### config.mk
export PLATFORM = sky130hd
export DESIGN_NAME = tt_um_4_bit_alu_exec
export DESIGN_NICKNAME = d
export VERILOG_FILES = /design/src/rtl/alu_pkg.sv /design/src/rtl/alu_mul4.sv /design/src/rtl/tt_um_4_bit_alu_exec.sv
export SDC_FILE = /design/constraint.sdc
export NUM_CORES = 1
export LEC_CHECK = 0
export BUFFER_PORTS_ARGS = -buffer_cell sky130_fd_sc_hd__buf_4
export CAP_MARGIN = 15
export CORE_ASPECT_RATIO = 1.25
export CORE_MARGIN = 5
export CORE_UTILIZATION = 50
export DETAILED_ROUTE_END_ITERATION = 10
export PLACE_DENSITY = 0.8
export SLEW_MARGIN = 20
export SYNTH_ARGS = -nofsm -noshare
export SYNTH_HDL_FRONTEND = slang
export SYNTH_SLANG_ARGS = --single-unit
### constraint.sdc
create_clock -name clk -period 7.6 [get_ports clk]
set_input_delay 1.52 -clock clk [delete_from_list [all_inputs] [get_ports clk]]
set_output_delay 1.52 -clock clk [all_outputs]
set_load 0.005 [all_outputs]
### src/rtl/alu_pkg.sv
// Shared opcodes, FSM encoding and flag layout for the 4-bit accumulator ALU.
package alu_pkg;

    localparam logic [3:0] OP_NOP  = 4'h0;
    localparam logic [3:0] OP_LOAD = 4'h1;
    localparam logic [3:0] OP_ADD  = 4'h2;
    localparam logic [3:0] OP_SUB  = 4'h3;
    localparam logic [3:0] OP_AND  = 4'h4;
    localparam logic [3:0] OP_OR   = 4'h5;
    localparam logic [3:0] OP_XOR  = 4'h6;
    localparam logic [3:0] OP_SHL  = 4'h7;
    localparam logic [3:0] OP_SHR  = 4'h8;
    localparam logic [3:0] OP_ADC  = 4'h9;
    localparam logic [3:0] OP_SBC  = 4'hA;
    localparam logic [3:0] OP_MUL  = 4'hB;
    localparam logic [3:0] OP_CLR  = 4'hC;

    typedef enum logic [1:0] {
        ST_IDLE = 2'd0,
        ST_EXEC = 2'd1,
        ST_MUL  = 2'd2,
        ST_DONE = 2'd3
    } state_t;

    // Bit positions inside the 4-bit flag nibble (uo_out[7:4]).
    localparam int FLAG_C = 3;
    localparam int FLAG_Z = 2;
    localparam int FLAG_N = 1;
    localparam int FLAG_V = 0;

    localparam int SYNC_STAGES = 3;

    function automatic logic [3:0] pack_flags(input logic c, input logic z,
                                              input logic n, input logic v);
        logic [3:0] f;
        f         = '0;
        f[FLAG_C] = c;
        f[FLAG_Z] = z;
        f[FLAG_N] = n;
        f[FLAG_V] = v;
        return f;
    endfunction

endpackage

### src/rtl/alu_mul4.sv
// 4x4 unsigned shift-add multiplier, one multiplier bit per cycle.
module alu_mul4
    import alu_pkg::*;
(
    input  logic       clk,
    input  logic       rst_n,
    input  logic       start,
    input  logic [3:0] a,
    input  logic [3:0] b,
    output logic       done,
    output logic [7:0] product
);

    logic [7:0] mcand_sh;
    logic [7:0] prod;
    logic [7:0] prod_nxt;
    logic [3:0] mplier;
    logic [1:0] cnt;
    logic       running;

    assign prod_nxt = prod + (mplier[0] ? mcand_sh : 8'd0);

    // The final partial sum is offered combinationally so the caller can
    // register the product on the same edge that ends the last iteration.
    assign done    = running && (cnt == 2'd3);
    assign product = prod_nxt;

    always_ff @(posedge clk or negedge rst_n) begin
        if (!rst_n) begin
            mcand_sh <= '0;
            prod     <= '0;
            mplier   <= '0;
            cnt      <= '0;
            running  <= 1'b0;
        end else if (start) begin
            mcand_sh <= {4'd0, a};
            prod     <= '0;
            mplier   <= b;
            cnt      <= '0;
            running  <= 1'b1;
        end else if (running) begin
            prod     <= prod_nxt;
            mcand_sh <= {mcand_sh[6:0], 1'b0};
            mplier   <= {1'b0, mplier[3:1]};
            cnt      <= cnt + 2'd1;
            if (cnt == 2'd3) running <= 1'b0;
        end
    end

endmodule

### src/rtl/tt_um_4_bit_alu_exec.sv
// Strobe-driven 4-bit accumulator ALU: synchronizer, control FSM and datapath.
module tt_um_4_bit_alu_exec
    import alu_pkg::*;
(
    input  logic       clk,
    input  logic       rst_n,
    input  logic       ena,
    input  logic [7:0] ui_in,
    input  logic [7:0] uio_in,
    output logic [7:0] uo_out,
    output logic [7:0] uio_out,
    output logic [7:0] uio_oe
);

    state_t     state_q, state_d;
    logic [SYNC_STAGES-1:0] sync_q;
    logic [SYNC_STAGES-1:0] vld_pipe;
    logic       accept;
    logic [3:0] op_q, imm_q;
    logic [3:0] acc_q, mul_hi_q, flags_q;
    logic       busy, done;
    logic       mul_start, mul_done;
    logic [7:0] mul_prod;
    logic [3:0] res;
    logic       res_c, res_v, res_upd;
    logic [4:0] u5, s5;
    logic       unused_ok;

    assign unused_ok = &{ena, uio_in[7:1]};

    // vld_pipe marks which sync stages hold real post-reset samples, so a
    // strobe already high at reset release never looks like a fresh edge.
    always_ff @(posedge clk or negedge rst_n) begin
        if (!rst_n) begin
            sync_q   <= '0;
            vld_pipe <= '0;
        end else begin
            sync_q   <= {sync_q[SYNC_STAGES-2:0], uio_in[0]};
            vld_pipe <= {vld_pipe[SYNC_STAGES-2:0], 1'b1};
        end
    end

    assign accept = sync_q[1] && !sync_q[2] && vld_pipe[2];

    always_ff @(posedge clk or negedge rst_n) begin
        if (!rst_n) state_q <= ST_IDLE;
        else        state_q <= state_d;
    end

    always_comb begin
        state_d = state_q;
        case (state_q)
            ST_IDLE: if (accept) state_d = ST_EXEC;
            ST_EXEC: state_d = (op_q == OP_MUL) ? ST_MUL : ST_DONE;
            ST_MUL:  if (mul_done) state_d = ST_DONE;
            ST_DONE: state_d = ST_IDLE;
            default: state_d = ST_IDLE;
        endcase
    end

    assign busy      = (state_q != ST_IDLE);
    assign done      = (state_q == ST_DONE);
    assign mul_start = (state_q == ST_EXEC) && (op_q == OP_MUL);

    alu_mul4 u_mul (
        .clk     (clk),
        .rst_n   (rst_n),
        .start   (mul_start),
        .a       (acc_q),
        .b       (imm_q),
        .done    (mul_done),
        .product (mul_prod)
    );

    // Single-cycle ops; u5 is the unsigned 5-bit result (carry/borrow in
    // bit 4), s5 the sign-extended one used for overflow.
    always_comb begin
        res     = acc_q;
        res_c   = 1'b0;
        res_v   = 1'b0;
        res_upd = 1'b1;
        u5      = '0;
        s5      = '0;
        case (op_q)
            OP_LOAD: res = imm_q;
            OP_ADD, OP_ADC: begin
                u5    = {1'b0, acc_q} + {1'b0, imm_q}
                      + {4'd0, (op_q == OP_ADC) & flags_q[FLAG_C]};
                s5    = {acc_q[3], acc_q} + {imm_q[3], imm_q}
                      + {4'd0, (op_q == OP_ADC) & flags_q[FLAG_C]};
                res   = u5[3:0];
                res_c = u5[4];
                res_v = s5[4] ^ s5[3];
            end
            OP_SUB, OP_SBC: begin
                u5    = {1'b0, acc_q} - {1'b0, imm_q}
                      - {4'd0, (op_q == OP_SBC) & !flags_q[FLAG_C]};
                s5    = {acc_q[3], acc_q} - {imm_q[3], imm_q}
                      - {4'd0, (op_q == OP_SBC) & !flags_q[FLAG_C]};
                res   = u5[3:0];
                res_c = !u5[4];
                res_v = s5[4] ^ s5[3];
            end
            OP_AND:  res = acc_q & imm_q;
            OP_OR:   res = acc_q | imm_q;
            OP_XOR:  res = acc_q ^ imm_q;
            OP_SHL: begin
                res   = {acc_q[2:0], 1'b0};
                res_c = acc_q[3];
            end
            OP_SHR: begin
                res   = {1'b0, acc_q[3:1]};
                res_c = acc_q[0];
            end
            OP_CLR:  res = 4'd0;
            default: res_upd = 1'b0;
        endcase
    end

    always_ff @(posedge clk or negedge rst_n) begin
        if (!rst_n) begin
            op_q     <= '0;
            imm_q    <= '0;
            acc_q    <= '0;
            mul_hi_q <= '0;
            flags_q  <= '0;
        end else begin
            if (state_q == ST_IDLE && accept) begin
                op_q  <= ui_in[7:4];
                imm_q <= ui_in[3:0];
            end
            if (state_q == ST_EXEC && res_upd) begin
                acc_q   <= res;
                flags_q <= pack_flags(res_c, res == 4'd0, res[3], res_v);
                if (op_q == OP_CLR) mul_hi_q <= 4'd0;
            end
            if (state_q == ST_MUL && mul_done) begin
                acc_q    <= mul_prod[3:0];
                mul_hi_q <= mul_prod[7:4];
                flags_q  <= pack_flags(mul_prod[7:4] != 4'd0, mul_prod[3:0] == 4'd0,
                                       mul_prod[3], 1'b0);
            end
        end
    end

    assign uo_out  = {flags_q, acc_q};
    assign uio_out = {mul_hi_q, 1'b0, done, busy, 1'b0};
    assign uio_oe  = 8'hF6;

endmodule

[After elaboration in Yosys (flattened, before gate mapping)]
Index checks and enable logic that the tools add are counted.
Storage, ports and cells
  flip-flop bits (word level): 51
  input bits: 19
  output and inout port bits: 24
  word-level logic and storage cells: 98
Operators by class
  $add $sub $neg: 10
  equality and inequality tests: 18
  muxes and demuxes: 27
  bitwise logic cells: 7
  reduce and logical (&&, ||, !) cells: 23
Operators by type and width (number)
  $mux 8: 5
  $mux 4: 9
  $pmux 4 s9: 1
  $eq 4x4->1 const B: 5
  $eq 4x3->1 const B: 4
  $reduce_or 11->1: 1
  $add 4x4->5: 2
  $add 5x1->5: 2
  $sub 4x4->5: 2
  $sub 5x1->5: 2
  $add 8x8->8: 1
  $eq 4x2->1 const B: 2
  $logic_not 4->1: 2
  $mux 2: 4
  $pmux 2 s4: 1
  $reduce_bool 2->1: 4
  $logic_and 1x1->1: 7
  $eq 2x2->1 const B: 3
  $mux 1: 5
  $and 4x4->4: 1
  $eq 4x1->1 const B: 1
  $ne 2x2->1 const B: 2
  $or 4x4->4: 1
  $pmux 1 s4: 1
  11 further kinds: 17

[Depth between registers and ports, before layout]
Gate-level depths: netlist (run 1).
  depth after elaboration: 7
  depth in mapped cells: 14
  depth with buffers taken out: 11

[Hierarchy]
Synthesis (run 1) repeated with hierarchy kept, for this count alone.
Second synthesis, totals
  cell total of the unflattened synthesis: 381
  area, all modules: 3627.2 um2
Modules (own cells, without submodules)
  tt_um_4_bit_alu_exec: times used 1, cells an instance 243, area each 2254.7 um2, sequential area each 675.6 um2
  alu_mul4: times used 1, cells an instance 138, area each 1372.6 um2, sequential area each 575.6 um2

[Least setup slack after synthesis (run 1)]
OpenSTA, ideal clock, no wires.
  path kind: reg-to-reg
  start point: register op_q[0]
  end point: register flags_q[2]
  library setup time: 92 ps
  arrival: 2817 ps
  data required time: 7508 ps
  path slack: 4691 ps
  stages on the path, launching flop included: 15
  path buffers: 3
  period minus slack after synthesis: 2909 ps
  cells stage by stage: dfrtp_1 > buf_4 > buf_2 > buf_4 > nor2_1 > nand3_1 > fa_1 > inv_1 > ha_1 > o21ai_0 > nand2_1 > xor2_1 > a221oi_1 > o21ai_0 > o31ai_2
Between the ends
  cells in the longest elaborated chain, start to end: 7
  elaborated cells on any way between the ends: 25
  those cells by class: add/sub (2); eq/ne (11); mux (4); bitwise (2); reduce/logical (6)
RTL lines
  start: declaration: line tt_um_4_bit_alu_exec.sv:19  | logic [3:0] op_q, imm_q;
  start signal: assignment: line tt_um_4_bit_alu_exec.sv:129  | op_q <= ui_in[7:4];
  $eq 4x4->1 (on tied branches): line tt_um_4_bit_alu_exec.sv:84, tt_um_4_bit_alu_exec.sv:97, tt_um_4_bit_alu_exec.sv:88
  $and 1x1->1 (on tied branches): line tt_um_4_bit_alu_exec.sv:97, tt_um_4_bit_alu_exec.sv:88
  $sub 5x1->5 or $add 5x1->5 (tied branches): line tt_um_4_bit_alu_exec.sv:97, tt_um_4_bit_alu_exec.sv:88
  $pmux 4 s9: line tt_um_4_bit_alu_exec.sv:84  | case (op_q)
  $logic_not 4->1: line tt_um_4_bit_alu_exec.sv:134  | flags_q <= pack_flags(res_c, res == 4'd0, res[3], res_v);
  $mux 4: line tt_um_4_bit_alu_exec.sv:132  | if (state_q == ST_EXEC && res_upd) begin
  $mux 4: line tt_um_4_bit_alu_exec.sv:137  | if (state_q == ST_MUL && mul_done) begin
  end signal: assignment: line tt_um_4_bit_alu_exec.sv:134
  end signal: assignment: line tt_um_4_bit_alu_exec.sv:140  | flags_q <= pack_flags(mul_prod[7:4] != 4'd0, mul_prod[3:0] == 4'd0,
  end: declaration: line tt_um_4_bit_alu_exec.sv:20  | logic [3:0] acc_q, mul_hi_q, flags_q;
Several ways; a longest one is shown, not always the timed one. The select of a mux whose other input is x is not followed.
A chain may end at the register's enable or synchronous reset.

[Worst setup path in the final report (run 1)]
  start point: register op_q[3]
  end point: register acc_q[1]
Between the ends
  cells in the longest elaborated chain, start to end: 6
  elaborated cells on any way between the ends: 24
  those cells by class: add/sub (2); eq/ne (11); mux (4); bitwise (2); reduce/logical (5)
RTL lines
  $eq 4x4->1 (on tied branches): line tt_um_4_bit_alu_exec.sv:84, tt_um_4_bit_alu_exec.sv:97, tt_um_4_bit_alu_exec.sv:88
  $and 1x1->1 (on tied branches): line tt_um_4_bit_alu_exec.sv:97, tt_um_4_bit_alu_exec.sv:88
  $sub 5x1->5 or $add 5x1->5 (tied branches): line tt_um_4_bit_alu_exec.sv:97, tt_um_4_bit_alu_exec.sv:88
  $pmux 4 s9: line tt_um_4_bit_alu_exec.sv:84
  $mux 4: line tt_um_4_bit_alu_exec.sv:132
  $mux 4: line tt_um_4_bit_alu_exec.sv:137
  end signal: assignment: line tt_um_4_bit_alu_exec.sv:133  | acc_q <= res;
  end signal: assignment: line tt_um_4_bit_alu_exec.sv:138  | acc_q <= mul_prod[3:0];
  end: declaration: line tt_um_4_bit_alu_exec.sv:20
Several ways; a longest one is shown, not always the timed one. The select of a mux whose other input is x is not followed.

==> results of run 1 <==
==> worst min path at each step <==
stage / to / slack, ps
floorplan: sync_q[1] / 330
global placement: vld_pipe[1] / 330
detailed placement: vld_pipe[2] / 340
CTS: vld_pipe[2] / 360
global route: vld_pipe[1] / 380
finish: vld_pipe[2] / 350
==> cell families (layout without fill, tap and decap cells) <==
| family | after synthesis | after routing |
|---|---|---|
| AND/OR/NAND/NOR | 103 | 103 |
| AO/OA/AOI/OAI | 88 | 88 |
| buffers and inverters | 55 | 58 |
| flip-flops | 50 | 50 |
| adder cells (fa/ha/maj) | 33 | 33 |
| multiplexers | 29 | 29 |
| XOR/XNOR | 14 | 14 |
| other | 2 | 11 |
==> cell type report <==
| cell class | count | area [um^2] | area share, % |
|---|---|---|---|
| clock inverters | 1 | 30.0 | 0.787 |
| clock buffers | 7 | 76.3 | 2.00 |
| repair buffers | 25 | 188 | 4.92 |
| well taps | 90 | 113 | 2.95 |
| inverters | 25 | 93.8 | 2.46 |
| multi-input cells | 278 | 2060 | 54.1 |
| flip-flops and latches | 50 | 1250 | 32.8 |
==> per-stage QoR <==
step / instance area [um^2] / total power [W] / util (%)
floorplan: 3600 / 0.00136 / -
global placement: 3710 / 0.00158 / 53.2
detailed placement: 3710 / 0.00162 / 53.2
CTS: 3810 / 0.00181 / 54.7
global route: 3810 / 0.00197 / 54.7
finish: 3810 / 0.00182 / 54.7
==> power breakdown <==
part | switching [W] | internal [W]
sequential | 0.000168 | 0.000368
combinational | 0.000592 | 0.000505
clock | 0.0000840 | 0.0000986
==> routing by layer <==
| metal | global-route usage [%] | up-vias |
|---|---|---|
| li1 | - | 1309 |
| met1 | 20.7 | 1387 |
| met4 | 10.7 | 0 |
| met5 | 0 | - |
| met2 | 30.6 | 103 |
| met3 | 2.54 | 27 |
==> sequential cells by signal (all words and copies together), names as in the netlist, 4 cells and up <==
name and cells:
op_q 4, u_mul.mplier 4, u_mul.mcand_sh 8, u_mul.prod 8, imm_q 4, flags_q 4
mul_hi_q 4
==> worst max-delay path, cell delays in order (launching register included) <==
cell and delay, ps:
dfrtp_1 780, nor2b_1 390, nand3_1 140, fa_1 430
inv_1 90, fa_1 430, a21oi_1 170, a21oi_1 100
nor3_1 220, o22ai_1 150, mux2_1 350, o21ai_1 120
==> cell usage in the layout (no fill, tap or decap), drive strengths merged, types with 4 or more instances in the layout <==
| cell type | instances |
|---|---|
| nor3 | 5 |
| buf | 25 |
| o21ai | 20 |
| fa | 5 |
| a21o | 7 |
| nand2 | 17 |
| mux2 | 9 |
| nand3 | 8 |
| a21oi | 22 |
| and2 | 11 |
| mux2i | 19 |
| conb | 11 |
| inv | 25 |
| nand3b | 6 |
| dfrtp | 50 |
| a211oi | 5 |
| ha | 27 |
| xnor2 | 11 |
| clkbuf | 7 |
| nor2 | 32 |
| nor2b | 4 |
| o22ai | 4 |
==> results.md, run 1 <==
- H-tree Lvls: 2
- Fmax: 0.289 GHz
- Clk pin slew, worst setup/hold paths: 90 ps
- Leak: 1.76 nW
- Critical path startpoint: op_q[3]
- Avg Synthesized Cell Area: 9.54 um^2
- Area leader, netlist: dfrtp_1
- CTS Hold Buffers Added: 0
- Synth area leaders: dfrtp_1 (35%), ha_1 (9.5%), mux2i_1 (5.3%)
- DP Wirelength: 5780 um
- Max-capacitance violation count: 0
- Fraction of synthesized area in multiplexers: under 10%
- Minimum clock period after layout: ~3500 ps
- Initial Utilization: 51.1%
- Die area: around 8900 um^2
- GRT Util Overall: between 10% and 20%
- Adder and majority gate portion of the synthesized area: ~13%
- Met3 wire len: 367 um
- Layout cells sized above 1: 13.0%
- Final Non-Filler Cells: 476
- Ant diodes: 0
- Remaining global-route overflow: 0
- Placed cells: between 400 and 500
- Initial antenna violation count: 0
- CTS max path bufs: 2
- Post-synth top cells: dfrtp_1 (50), nor2_1 (32), ha_1 (27)
- Ys Warns: 0
- Post-Synth Simple-Gate Area: 15.1%
- Setup_tns: 0 ps
- Remaining DRCs: 0
- Complex-gate fraction of the synthesized area: between 10% and 20%
- Synth Area in XOR/XNOR: 3.44%
- Post-synth EDFFs: 0
- Slew Limit Fails: 0
- Status: completed
- Wire length on met1: 3140 um
- Num Clock Sinks: 50
- Critical Path AT: 3700 ps
- Later-pin clock latency in the skew report: approximately 300 ps
- #FFs+latches synth: 50
- Fin Clk Skew: between 10 and 15 ps
- Highest metal used: met4
- Reg2reg end: acc_q[1]
- # setup viols final: 0
- Top-count cell post-synth: dfrtp_1
- Final net count: 436
- Hold depth: 0
- Hold WS: roughly 350 ps
- Top FF cell, synth: dfrtp_1
- Vias in the first global route: 2819
- FF-to-FF path depth: 11
- Sequential fraction of the synthesis area: 35.1%
- Largest family of logic cells by synthesized area: compound AO/OA/AOI/OAI gates
- Routed Antenna Nets: 0
- WS Path Type: register to register
- Flop-to-flop setup slack: between 4000 and 5000 ps
- Largest net degree at the start of global routing: 51
- Slew @ Worst Pin: around 1000 ps
- Final WL: 7810 um
- Via count: about 2800
- Setup crit end kind: register
- Crit share post-route: 45.5%
- Layout filler cell count: 630
- Chip height: 104 um
- Final Hold Fails: 0
- Unrepaired setup endpoints after global routing: false
- Synth cell types: 66
- VDD IR max: 0.262 mV
- DR WL/cell: between 15 and 20 um
- Cells after synthesis: 374
- Core area: between 6000 and 7000 um^2
- GPL Wtd Cong: ~0.95
- I/O Buffers: 24
- Post-synth top area share: 35.1%
- CTS tree: done
- Placement Rows: 34
- Post-cts sizing count: 0
- Met2 WL: 3950 um
- First-pass GRT wire length: about 13000 um
- Setup WS post-layout: 4140 ps
- Setup bufs post-CTS: 0
- Iter 0 DRT Violations: between 150 and 200
- Hold path startpoint: vld_pipe[1]
- Setup WS pre-CTS: 4220 ps
- WP data required: 7840 ps
- Origin of the critical flop-to-flop path: op_q[3]
- Worst Setup EP: acc_q[1]
- Ports: 43
- Hold crit path type: register to register
- Die Width: 85.6 um
- Cell Pwr Density: 476 nW/um^2
- Slew margin rel.: 30.7%
- Number of vias per cell: 5.94
- Synthesis-to-finish area growth: 6.91%
- Async SR Flop Fraction: 100%
- Mapped cell area: about 3600 um^2
- CP Launch Type: register
- Cts bufs inserted: 5
- Root Buffer: clkbuf_8
- Initial DRT Pass Iterations: 4
- Crit path max fanout: 22
Note: power is estimated with default switching activity, not from simulation.
==> run 2, diff against run 1 <==
ABC_AREA = 1   (was unset)
clock period = 3.4 ns   (was 7.6 ns; I/O delays follow)
==> run 2 against run 1 <==
Effect of this change:
- clock skew hardly changed
- via count is 4.2% higher
- global-route usage is 1.1 points higher
- first-iteration DRC count is 13% lower
- wire length is 1.4% higher
- total power is 81% higher
- design area is 1.6% lower
- largest cell class unchanged
- largest power group unchanged
==> results.md, run 2 <==
- Adder and majority gate portion of the synthesized area: between 10% and 20%
- H-tree Lvls: 2
- Switching power: 0.00159 W
- Gate power share: 57.4%
- Number of vias per cell: 5.19
- Hold crit path type: register to register
- Final Hold Fails: 0
- Chip height: roughly 100 um
- Largest family of logic cells by synthesized area: simple AND/OR/NAND/NOR gates
- Synthesis-to-finish area growth: 8.69%
- Async SR Flop Fraction: 100%
- Commonest non-fill, non-tap cell in the layout: nand2_1
- CTS max path bufs: 2
- DR WL/cell: 14.0 um
- Placement Rows: 34
- Crit share post-route: 76.2%
- Cells after synthesis: 457
- Initial Utilization: 50.4%
- Initial DRT Pass Iterations: 4
- Ant diodes: 0
- Avg Synthesized Cell Area: 7.56 um^2
- Via count: 2944
- Ports: 43
- Synth Area in XOR/XNOR: 2.03%
- Synth cell types: 30
- Setup crit end kind: register
- Slew margin rel.: 53.8%
- Fraction of synthesized area in multiplexers: 0%
- Clk pwr share: 12.7%
- Final WL: 7920 um
- Post-synth top area share: between 30% and 40%
- Root Buffer: clkbuf_8
- Initial antenna violation count: 0
- WS Path Type: register to register
- Most frequent cells in the layout: nand2_1 (113), inv_1 (64), dfrtp_1 (50)
- Num Clock Sinks: 50
- Area leader, netlist: dfrtp_1
- WP data required: 3650 ps
- WHS Endpoint: sync_q[1]
- Fmax: just under 0.4 GHz
- Layout cells sized above 1: 10.7%
- Unrepaired setup endpoints after global routing: false
- Minimum clock period after layout: between 2000 and 3000 ps
- Flop-to-flop setup slack: 810 ps
- Largest net degree at the start of global routing: 51
- Mapped cell area: ~3500 um^2
- FF-to-FF path depth: 15
- Clk pin slew, worst setup/hold paths: 100 ps
- DP Wirelength: 6270 um
- Largest regs: u_mul.mcand_sh x8, u_mul.prod x8
- Die area: 8680 um^2
- Remaining global-route overflow: 0
- Later-pin clock latency in the skew report: 310 ps
- Status: completed
- Post-synth top cells: nand2_1 (113), inv_1 (64), dfrtp_1 (50)
- Core area: 6850 um^2
- Crit path max fanout: 5
- # setup viols final: 0
- Hold path startpoint: sync_q[0]
- Post-Synth Simple-Gate Area: 25.6%
- Remaining DRCs: 0
- Die Width: 84.3 um
- Routed Antenna Nets: 0
- Sequential share of power: 29.9%
- Vias in the first global route: roughly 2900
- Cts bufs inserted: 5
- Cell Pwr Density: ~870 nW/um^2
- Slew @ Worst Pin: ~700 ps
- Post-synth EDFFs: 0
- Ys Warns: 0
- Placed cells: 559
- Final Non-Filler Cells: 567
- Setup bufs post-CTS: 0
- Cell-internal power: 0.00169 W
- CTS tree: done
- Origin of the critical flop-to-flop path: op_q[1]
- I/O Buffers: 24
- Critical Path AT: 2840 ps
- Hold depth: 0
- Post-cts sizing count: 0
- #FFs+latches synth: 50
- Synth area leaders: dfrtp_1 (36%), nand2_1 (12%), ha_1 (9.8%)
- GRT Util Overall: a little under a fifth
- Switch share: 48.5%
- Slew Limit Fails: 0
- CTS Hold Buffers Added: 0
- Leak: 2.02 nW
- First-pass GRT wire length: 13200 um
- Sequential fraction of the synthesis area: 36.2%
- VDD IR max: 0.382 mV
- Complex-gate fraction of the synthesized area: 11.8%
- Hold WS: 357 ps
- Fin Clk Skew: 13.7 ps
- Iter 0 DRT Violations: approximately 140
- Layout filler cell count: 643
- Final net count: ~530
- GPL Wtd Cong: 0.965
- CP Launch Type: register
- Setup_tns: 0 ps
- Top-count cell post-synth: nand2_1
- Top FF cell, synth: dfrtp_1
- Reg2reg end: flags_q[2]
- Max-capacitance violation count: 0
## run 2: cell types whose count changed after synthesis, sizes merged, moves of 8 or more
cell	previous run	this run
and2	11	0
inv	25	69
mux2	9	0
mux2i	19	0
nand2	17	120
nand3	8	36
nor2	32	42
o21ai	20	30
o22ai	4	12
xnor2	11	1
## run 2: power groups by stage
stage | clock network, W | logic [W] | registers [W]
2_1_floorplan | 0 | 0.00145 | 0.000934
3_3_place_gp | 0 | 0.00183 | 0.000983
3_5_place_dp | 0 | 0.00189 | 0.000991
4_1_cts | 0.000425 | 0.00189 | 0.000980
5_1_grt | 0.000446 | 0.00216 | 0.00101
6_report | 0.000418 | 0.00188 | 0.000981
## run 2: metal layers
metal | global-route usage, % | wire length, um | vias up
met5 | 0 | 0 | -
met4 | 8.04 | 245 | 0
met3 | 2.40 | 251 | 17
met2 | 36.5 | 4190 | 56
met1 | 20.9 | 3230 | 1394
li1 | - | - | 1477
## run 2: worst max path at each step
| stage | from | endpoint | cells past startpoint |
|---|---|---|---|
| floorplan | op_q[0] | flags_q[2] | 15 |
| global placement | op_q[1] | flags_q[2] | 15 |
| detailed placement | op_q[1] | flags_q[2] | 15 |
| CTS | op_q[1] | flags_q[2] | 15 |
| global route | op_q[0] | flags_q[2] | 15 |
| finish | op_q[1] | flags_q[2] | 15 |
## run 2: logic make-up (layout without fill, tap and decap cells)
logic type	count (synthesis)	after routing
flops	50	50
fa+ha+maj	32	32
simple gates	205	205
buf+inv	90	101
other cells	2	11
xor+xnor	8	8
compound gates	70	70
## run 2: stage by stage
stage	util, %	worst slack [ps]	total power [W]	area, um^2
2_1_floorplan	-	1130	0.00239	3490
3_3_place_gp	53.2	831	0.00282	3640
3_5_place_dp	53.2	801	0.00288	3640
4_1_cts	54.8	794	0.00330	3750
5_1_grt	54.8	553	0.00362	3750
6_report	54.8	808	0.00328	3750
## run 2: area by class of cell
type | count | area [um^2] | share of cell area, %
multi-input combinational | 326 | 1840 | 49.1
sequential | 50 | 1250 | 33.3
inverter | 69 | 259 | 6.90
timing repair buffer | 24 | 180 | 4.80
tap | 90 | 113 | 3.00
clock buffer | 6 | 72.6 | 1.93
clock inverter | 2 | 37.5 | 1.00
## run 2: worst max-delay path: stages, from the launching register on
cell and delay [ps]:
dfrtp_1 460, inv_2 80, nor2_2 180, nand3_1 130, fa_1 520, inv_1 50, ha_1 160, o21ai_0 210
nand3_1 120, nand3_1 120, nand3_1 110, nor2_2 140, nand2_1 60, nor2_1 100, nor2_1 50, nor2_1 80
